==> src/rtl/lb_target_responder.sv <==
// lb_target_responder: local-bus target with three R/W registers and a
// read-only ID register. It accepts a start, inserts wait states, then
// acknowledges or signals an error. It also handles 32-bit and 16-bit port
// byte lanes.
// Ports:
//   CLK40, RESET           - bus clock, synchronous active-high reset
//   TSn, SEL               - transfer start (active low), address decode hit
//   RnW, SIZ, A_AMIGA      - direction, size, byte address of the transfer
//   REG_ADDR               - register index 0-3
//   D_IN                   - write data lanes
//   D_OUT, D_OE            - read data and its output enable
//   TACKn, TEAn            - acknowledge / error strobes (active low)
//   PORTSIZE               - 1 while a 16-bit port is responding
module lb_target_responder #(
  parameter int unsigned WAIT_STATES = 2,
  parameter bit          PORT16      = 1'b1,
  parameter logic [31:0] ID_VALUE    = 32'hA0C0_0111
) (
  input  logic        CLK40,
  input  logic        RESET,
  input  logic        TSn,
  input  logic        SEL,
  input  logic        RnW,
  input  logic [1:0]  SIZ,
  input  logic [1:0]  A_AMIGA,
  input  logic [1:0]  REG_ADDR,
  input  logic [31:0] D_IN,
  output logic [31:0] D_OUT,
  output logic        D_OE,
  output logic        TACKn,
  output logic        TEAn,
  output logic        PORTSIZE
);

  localparam int unsigned CNT_W   = 4;
  localparam int unsigned NREG    = 3;
  localparam logic [CNT_W-1:0] WS_LOAD = CNT_W'(WAIT_STATES);

  typedef enum logic [1:0] {IDLE, WAIT, ACK, ERR} state_t;

  state_t           state_q, state_d;
  logic [CNT_W-1:0] cnt_q, cnt_d;
  logic             rnw_q, rnw_d;
  logic [1:0]       siz_q, siz_d;
  logic [1:0]       a_q, a_d;
  logic [1:0]       ra_q, ra_d;
  logic [31:0]      regs_q [NREG];

  logic             bad_c;
  logic [31:0]      rd_word_c;
  logic [31:0]      rd_mask_c;
  logic [31:0]      wr_mask_c;
  logic [31:0]      wr_data_c;
  logic [31:0]      dout_d;
  logic             active_d;

  // Register bytes touched by an access; 16-bit port maps a half by A[1].
  function automatic logic [3:0] byte_en(input logic [1:0] siz, input logic [1:0] a);
    logic [1:0] half;
    logic [3:0] be;
    half = 2'b11;
    be   = 4'b1111;
    if (PORT16) begin
      if (siz == 2'b01) half = a[0] ? 2'b01 : 2'b10;
      be = a[1] ? {2'b00, half} : {half, 2'b00};
    end else begin
      case (siz)
        2'b01:   be = 4'b1000 >> a;
        2'b10:   be = a[1] ? 4'b0011 : 4'b1100;
        default: be = 4'b1111;
      endcase
    end
    return be;
  endfunction

  function automatic logic [31:0] lane_mask(input logic [3:0] be);
    return {{8{be[3]}}, {8{be[2]}}, {8{be[1]}}, {8{be[0]}}};
  endfunction

  // Decode of illegal accesses at the accept edge.
  always_comb begin
    bad_c = 1'b0;
    if (SIZ == 2'b11) bad_c = 1'b1;
    if (SIZ == 2'b10 && A_AMIGA[0]) bad_c = 1'b1;
    if (SIZ == 2'b00 && A_AMIGA != 2'b00 && !PORT16) bad_c = 1'b1;
    if (!RnW && REG_ADDR == 2'd3) bad_c = 1'b1;
  end

  // Next-state and latched transfer attributes.
  always_comb begin
    state_d = state_q;
    cnt_d   = cnt_q;
    rnw_d   = rnw_q;
    siz_d   = siz_q;
    a_d     = a_q;
    ra_d    = ra_q;
    case (state_q)
      IDLE: begin
        if (!TSn && SEL) begin
          rnw_d = RnW;
          siz_d = SIZ;
          a_d   = A_AMIGA;
          ra_d  = REG_ADDR;
          if (bad_c) begin
            state_d = ERR;
          end else if (WS_LOAD == '0) begin
            state_d = ACK;
          end else begin
            state_d = WAIT;
            cnt_d   = WS_LOAD;
          end
        end
      end
      WAIT: begin
        cnt_d = cnt_q - CNT_W'(1);
        if (cnt_q <= CNT_W'(1)) state_d = ACK;
      end
      ACK:     state_d = IDLE;
      ERR:     state_d = IDLE;
      default: state_d = IDLE;
    endcase
  end

  // Read path is computed from next-cycle attributes so data is ready in the first WAIT cycle.
  always_comb begin
    case (ra_d)
      2'd0:    rd_word_c = regs_q[0];
      2'd1:    rd_word_c = regs_q[1];
      2'd2:    rd_word_c = regs_q[2];
      default: rd_word_c = ID_VALUE;
    endcase
    rd_mask_c = lane_mask(byte_en(siz_d, a_d));
    active_d  = (state_d == WAIT) || (state_d == ACK);
    dout_d    = '0;
    if (active_d && rnw_d) begin
      if (PORT16) dout_d = a_d[1] ? {rd_word_c[15:0], 16'h0000} & {rd_mask_c[15:0], 16'h0000}
                                  : {rd_word_c[31:16], 16'h0000} & {rd_mask_c[31:16], 16'h0000};
      else        dout_d = rd_word_c & rd_mask_c;
    end
  end

  // Write path: 16-bit port replicates its lanes into both register halves.
  always_comb begin
    wr_mask_c = lane_mask(byte_en(siz_q, a_q));
    wr_data_c = PORT16 ? {D_IN[31:16], D_IN[31:16]} : D_IN;
  end

  always_ff @(posedge CLK40) begin
    if (RESET) begin
      state_q  <= IDLE;
      cnt_q    <= '0;
      rnw_q    <= 1'b0;
      siz_q    <= '0;
      a_q      <= '0;
      ra_q     <= '0;
      for (int i = 0; i < int'(NREG); i++) regs_q[i] <= '0;
      D_OUT    <= '0;
      D_OE     <= 1'b0;
      TACKn    <= 1'b1;
      TEAn     <= 1'b1;
      PORTSIZE <= 1'b0;
    end else begin
      state_q  <= state_d;
      cnt_q    <= cnt_d;
      rnw_q    <= rnw_d;
      siz_q    <= siz_d;
      a_q      <= a_d;
      ra_q     <= ra_d;
      D_OUT    <= dout_d;
      D_OE     <= active_d && rnw_d;
      TACKn    <= !(state_d == ACK);
      TEAn     <= !(state_d == ERR);
      PORTSIZE <= active_d && PORT16;
      // Write commits on the edge that ends the ACK cycle.
      if (state_q == ACK && !rnw_q) begin
        case (ra_q)
          2'd0:    regs_q[0] <= (regs_q[0] & ~wr_mask_c) | (wr_data_c & wr_mask_c);
          2'd1:    regs_q[1] <= (regs_q[1] & ~wr_mask_c) | (wr_data_c & wr_mask_c);
          2'd2:    regs_q[2] <= (regs_q[2] & ~wr_mask_c) | (wr_data_c & wr_mask_c);
          default: ;
        endcase
      end
    end
  end

endmodule

==> config.mk <==
export PLATFORM = sky130hd
export DESIGN_NAME = lb_target_responder
export DESIGN_NICKNAME = d
export VERILOG_FILES = /design/src/rtl/lb_target_responder.sv
export SDC_FILE = /design/constraint.sdc
export NUM_CORES = 1
export LEC_CHECK = 0
export ABC_AREA = 1
export BUFFER_PORTS_ARGS = -buffer_cell sky130_fd_sc_hd__buf_4
export CAP_MARGIN = 15
export CORE_MARGIN = 2
export CORE_UTILIZATION = 41
export CTS_CLUSTER_SIZE = 30
export DETAILED_ROUTE_END_ITERATION = 16
export GPL_TIMING_DRIVEN = 0
export PLACE_DENSITY_LB_ADDON = 0.05
export SYNTH_ARGS = -nofsm -noshare
export SYNTH_HDL_FRONTEND = slang
export SYNTH_SLANG_ARGS = --single-unit
==> constraint.sdc <==
create_clock -name CLK40 -period 2.2 [get_ports CLK40]
set_input_delay 0.11 -clock CLK40 [delete_from_list [all_inputs] [get_ports CLK40]]
set_output_delay 0.11 -clock CLK40 [all_outputs]
set_load 0.01 [all_outputs]
---- Word level (Yosys, flattened, before mapping) ----
Memory sizes are Yosys's and may differ from the RTL's.
Index checks and enable logic that the tools add are counted.
storage, ports and cells
  memory bits (writable) .................. 96
  latch bits .............................. 0
  bits in registers ....................... 49
  output and inout port bits .............. 36
  bits of input ports ..................... 43
  bits in read-only memories .............. 0
  memories ................................ 1
operators by class
  eq/ne operators ......................... 17
  div/mod/pow operators ................... 0
  mux-type cells .......................... 43
  $add $sub $neg .......................... 1
  order comparisons ....................... 1
  shift-type cells ........................ 0
  reductions and logical operators ........ 18
  bitwise gates (word level) .............. 14
  multiply operators ...................... 0
memory list
  memory  depth  width  read ports  clocked after memory_dff  wr ports  RTL line  RTL
  regs_q  3      32     3           0                         3         47        logic [31:0] regs_q [NREG];
operators with widths
  cell                                                  count
  bitwise AND 32 bit                                    6
  2-to-1 mux 32 bit                                     4
  OR 32 bit                                             3
  case mux 32 bit (3 select lines)                      1
  inverter 32 bit                                       1
  2-to-1 mux 2 bit                                      13
  2-to-1 mux 1 bit                                      19
  == test 2 bit (second input constant)                 9
  2-to-1 mux 4 bit                                      4
  == test 2 x 1 -> 1 bit (second input constant)        6
  case mux 4 bit (2 select lines)                       1
  zero test 2 bit                                       3
  case mux 2 bit (3 select lines)                       1
  logical AND 1 bit                                     5
  zero test 1 bit                                       5
  <= comparator 4 x 1 -> 1 bit (second input constant)  1
  != test 2 bit (second input constant)                 2
  OR reduction 2 bit                                    2
  subtractor 4 x 1 -> 4 bit (second input constant)     1
  OR 1 bit                                              3
  AND reduction 3 bit                                   1
  nonzero test 2 bit                                    1
  logical OR 1 bit                                      1
  inverter 1 bit                                        1

---- Depth between registers and ports, before layout ----
  word-level depth ........................ 12
  depth in mapped cells ................... 11
  depth with buffers taken out ............ 10

---- Least setup slack after synthesis ----
Ideal clock, no wire load.
  path kind ............................... reg-to-reg
  start point ............................. register state_q[0]
  end point ............................... register D_OUT[23]
  arrival time ............................ 1670 ps
  slack ................................... 414 ps
  stages on the path, launching flop included .. 10
  period minus slack after synthesis ...... 1786 ps
  buffers on the path ..................... 1
  required time ........................... 2084 ps
  path through ............................ dfxtp_1 > inv_1 > nor2_1 > inv_1 > or2_2 > nand2_1 > ha_1 > nand2_2 > buf_6 > a21oi_1
on the way
  longest elaborated chain between the ends .. 8
ends and longest elaborated chain
  what                                                            RTL line  RTL
  from (decl)                                                     41        state_t state_q, state_d;
  from (signal assigned)                                          163       state_q <= state_d;
  == test 2 bit                                                   97        case (state_q)
  OR reduction 2 bit (no source line)                             --
  case mux 2 bit (3 select lines) *                               97
  named net state_d[1]                                            41
  == test 2 x 1 -> 1 bit / == test 2 bit (equally long branches)  133       active_d = (state_d == WAIT) || (state_d == ACK);
  logical OR 1 bit *                                              133
  named net active_d                                              55        logic active_d;
  logical AND 1 bit *                                             135       if (active_d && rnw_d) begin
  inverter 1 bit (no source line) *                               --
  OR reduction 2 bit (no source line) *                           --
  to (signal assigned)                                            169       D_OUT <= dout_d;
  to (decl)                                                       28        output logic [31:0] D_OUT,
Mark *: on every way through the listed nets, which the timed path passes. The rest lies on a longest branch.
A chain may end at the register's enable or synchronous reset.

---- Final worst setup path ----
  start point ............................. register cnt_q[0]
  end point ............................... register D_OUT[23]
on the way
  longest elaborated chain between the ends .. 8
ends and longest elaborated chain
  what                                                            RTL line  RTL
  from (decl)                                                     42        logic [CNT_W-1:0] cnt_q, cnt_d;
  from (signal assigned)                                          164       cnt_q <= cnt_d;
  <= comparator 4 x 1 -> 1 bit *                                  116       if (cnt_q <= CNT_W'(1)) state_d = ACK;
  2-to-1 mux 2 bit *                                              116
  case mux 2 bit (3 select lines) *                               97
  named net state_d[1]                                            41
  == test 2 x 1 -> 1 bit / == test 2 bit (equally long branches)  133
  logical OR 1 bit *                                              133
  named net active_d                                              55
  logical AND 1 bit *                                             135
  inverter 1 bit (no source line) *                               --
  OR reduction 2 bit (no source line) *                           --
Marked as above.

==> run metrics <==
area leader, netlist=edfxtp_1; postcts setup bufs=0; H-tree depth=4; Clock Latency Late Sink=0.43 ns; Distinct cells, synth=29; Peak VDD IR=0.5732 mV; PwrDens=865.9 nW/um^2; Final Non-Filler Cells=1,006; WL final=19,710 um; Tightest Pin Transition=0.9729 ns; FMAX=479.6 MHz; TritonCTS buffer count=17; worst clock skew=0.008647 ns; R2R cell count=9; worst hold path type=in -> reg; min cycle time layout=2.085 ns; fin area=7682 um^2; Worst Hold Depth=4; register area share after synthesis=55.80%; Synthesis Warnings=0; detailed router's first-iteration violation count=547; Die Y=128.5 um; post-DP HPWL=12,990 um; io pins=79; largest net degree at the start of global routing=33; Yosys reg bits=129; hold path startpoint=TSn; CTS tree=built; Layout area overhead=20.99%; Top cell by count, worst path=ha_1; setup tns final=0 ns; Final period util=94.78%; Worst Path Required=2.54 ns; global placement routability congestion=0.8537; Net Switching=1.866 mW; I/O Buffers=46; Sw Share=28.04%; sequential share of power=42.1%; Via-to-Cell Ratio=5.473; Worst EP arrival=2.42 ns; most frequent cells after synthesis=208 x nand2_1, 127 x nand3_1, 113 x a21oi_1, 96 x edfxtp_1, 33 x dfxtp_1; r2r endpoint=D_OUT[23]$_SDFF_PP0_; ys async rst share=0%; GRT Util Overall=24.24%; critical path class=reg -> reg; worst-path fanout max=10; Final nets=852; # DRC=0; Site Rows=45; count leader, synth=nand2_1; die area=16,500 um^2; Comb power frac=15.0%; max incr delay on CP=0.34 ns; clk sinks=129; synth top area cells=edfxtp_1 45%, nand2_1 12%, dfxtp_1 10%; DRT Pass-1 Iters=7; fin util=50.72%; core area=15,150 um^2; Final Hold Vio Count=0; # diodes=0; Leak Pwr=3.119 nW; initial core utilization=41.92%; post-synth top area share=45.40%; vias in the first global route=5,080; RSZ-0062 raised after global routing=false; Final Slew Violations=0; Post-Syn Instances=719; r2r setup slk=0.11 ns; Avg Inst Size Synth=8.831 um^2; CP Launch Type=flip-flop; ANT nets after route=0; first-pass GRT wire length=29,280 um; Max-Cap Viols=0; hold endpoint=siz_q[0]$_SDFF_PP0_; Post-DP Area=7042 um^2; chip width=128.5 um; outcome=completed; Setup violations, final=0; Clock power frac=42.9%; initial antenna violation count=0; total vias in the final route=5,506; CP max stage cell=dfxtp_1; CP Cell Sequence=inv_1 -> ha_1 -> o21ai_0 -> or2_2 -> nand2_1 -> ha_1 -> nand2_2 -> buf_6 -> a21oi_1; placed cell count=970; Int Power=4.787 mW; synthesized area=6350 um^2; ratio of cells with drive above 1 in the final layout=18.22%; total global routing overflow=0; EDFF count, synth=96; Root Buffer=clkbuf_16; CTS max path bufs=2; r2r startpoint=cnt_q[0]$_SDFFE_PP0P_; top_reg_cell synth=edfxtp_1; Max-slew headroom=34.91%; Routed WL per cell=19.59 um; clock slew at reported path FFs=0.06 ns; Critical Path Start=cnt_q[0]$_SDFFE_PP0P_; Setup crit end kind=flip-flop
==> routing by layer <==
metal	global-route usage, %	vias to the layer above	wire length (um)
met5	0	-	0
met4	9.890	0	598
met3	6.195	45	1823
met2	36.73	289	8761
met1	33.31	2559	8524
li1	-	2613	-
==> metrics by stage <==
stage / power (mW) / worst slack (ns) / hold slack [ns]
floorplan: 3.446 / 0.4144 / 0.1791
global placement: 3.804 / -0.2612 / 0.3014
detailed placement: 3.823 / 0.02785 / 0.3099
CTS: 6.658 / 0.01712 / 0.02460
global route: 6.852 / 0.01465 / 0.07231
finish: 6.652 / 0.1149 / 0.02719
==> logic make-up (layout without fill, tap and decap cells) <==
logic type	count (synthesis)	in the layout	share of synthesized area, %
AND/OR/NAND/NOR	368	368	25.28
other	1	16	0.05906
flip-flops	129	129	55.80
buffers and inverters	86	170	7.369
adder cells (fa/ha/maj)	4	4	0.7882
AO/OA/AOI/OAI	131	131	10.70
==> sequential cells by signal, indices dropped and copies added (netlist names) <==
name,flops
state_q,2
siz_q,2
regs_q,96
D_OE,1
PORTSIZE,1
a_q,2
D_OUT,16
rnw_q,1
ra_q,2
TEAn,1
TACKn,1
cnt_q,4
==> layout make-up <==
type / count / area, um^2
Buffer: 55 / 350.3
Clock buffer: 20 / 500.5
Clock inverter: 12 / 97.59
Fill cell: 1473 / 7463
Inverter: 31 / 117.6
Multi-Input combinational cell: 519 / 2405
Sequential cell: 129 / 3543
Tap cell: 188 / 235.2
Timing Repair Buffer: 52 / 432.9
==> worst max-delay path by stage <==
stage | endpoint | depth (start not counted)
2_1_floorplan | D_OUT[23]$_SDFF_PP0_ | 9
3_3_place_gp | regs_q[0][12]$_SDFFCE_PN0P_ | 4
3_5_place_dp | D_OUT[23]$_SDFF_PP0_ | 9
4_1_cts | D_OUT[23]$_SDFF_PP0_ | 9
5_1_grt | D_OUT[23]$_SDFF_PP0_ | 8
6_report | D_OUT[23]$_SDFF_PP0_ | 9
==> cell usage in the layout, fill, tap and decap left out, drive strengths merged <==
master / n
or2: 3
nand3b: 1
nand2: 215
nand3: 128
bufinv: 1
o211ai: 1
nor2: 21
a21oi: 117
o31ai: 1
o21ai: 12
dfxtp: 33
clkinvlp: 2
edfxtp: 96
dlygate4sd3: 4
clkbuf: 35
conb: 16
ha: 4
buf: 88
clkinv: 7
inv: 33
==> timing repair <==
action | in CTS | in global routing
resized for setup | 0 | 1
endpoints found under the hold margin | 5 | 0
setup endpoints to repair | 0 | 10
hold buffers | 4 | 0
==> power groups by stage <==
stage | logic [mW] | clock network (mW) | registers (mW)
global placement | 0.952 | 0 | 2.85
finish | 0.998 | 2.85 | 2.80
global route | 1.08 | 2.96 | 2.82
CTS | 0.981 | 2.88 | 2.80
detailed placement | 0.972 | 0 | 2.85
floorplan | 0.604 | 0 | 2.84
==> worst max-delay path: cells and delay by family (launching register included) <==
family,cells,cell delay [ns]
AO/OA/AOI/OAI,2,0.42
adder cells (fa/ha/maj),2,0.54
buffers and inverters,2,0.30
flip-flops,1,0.34
AND/OR/NAND/NOR,3,0.40
Power figures use the tool's default switching activity.
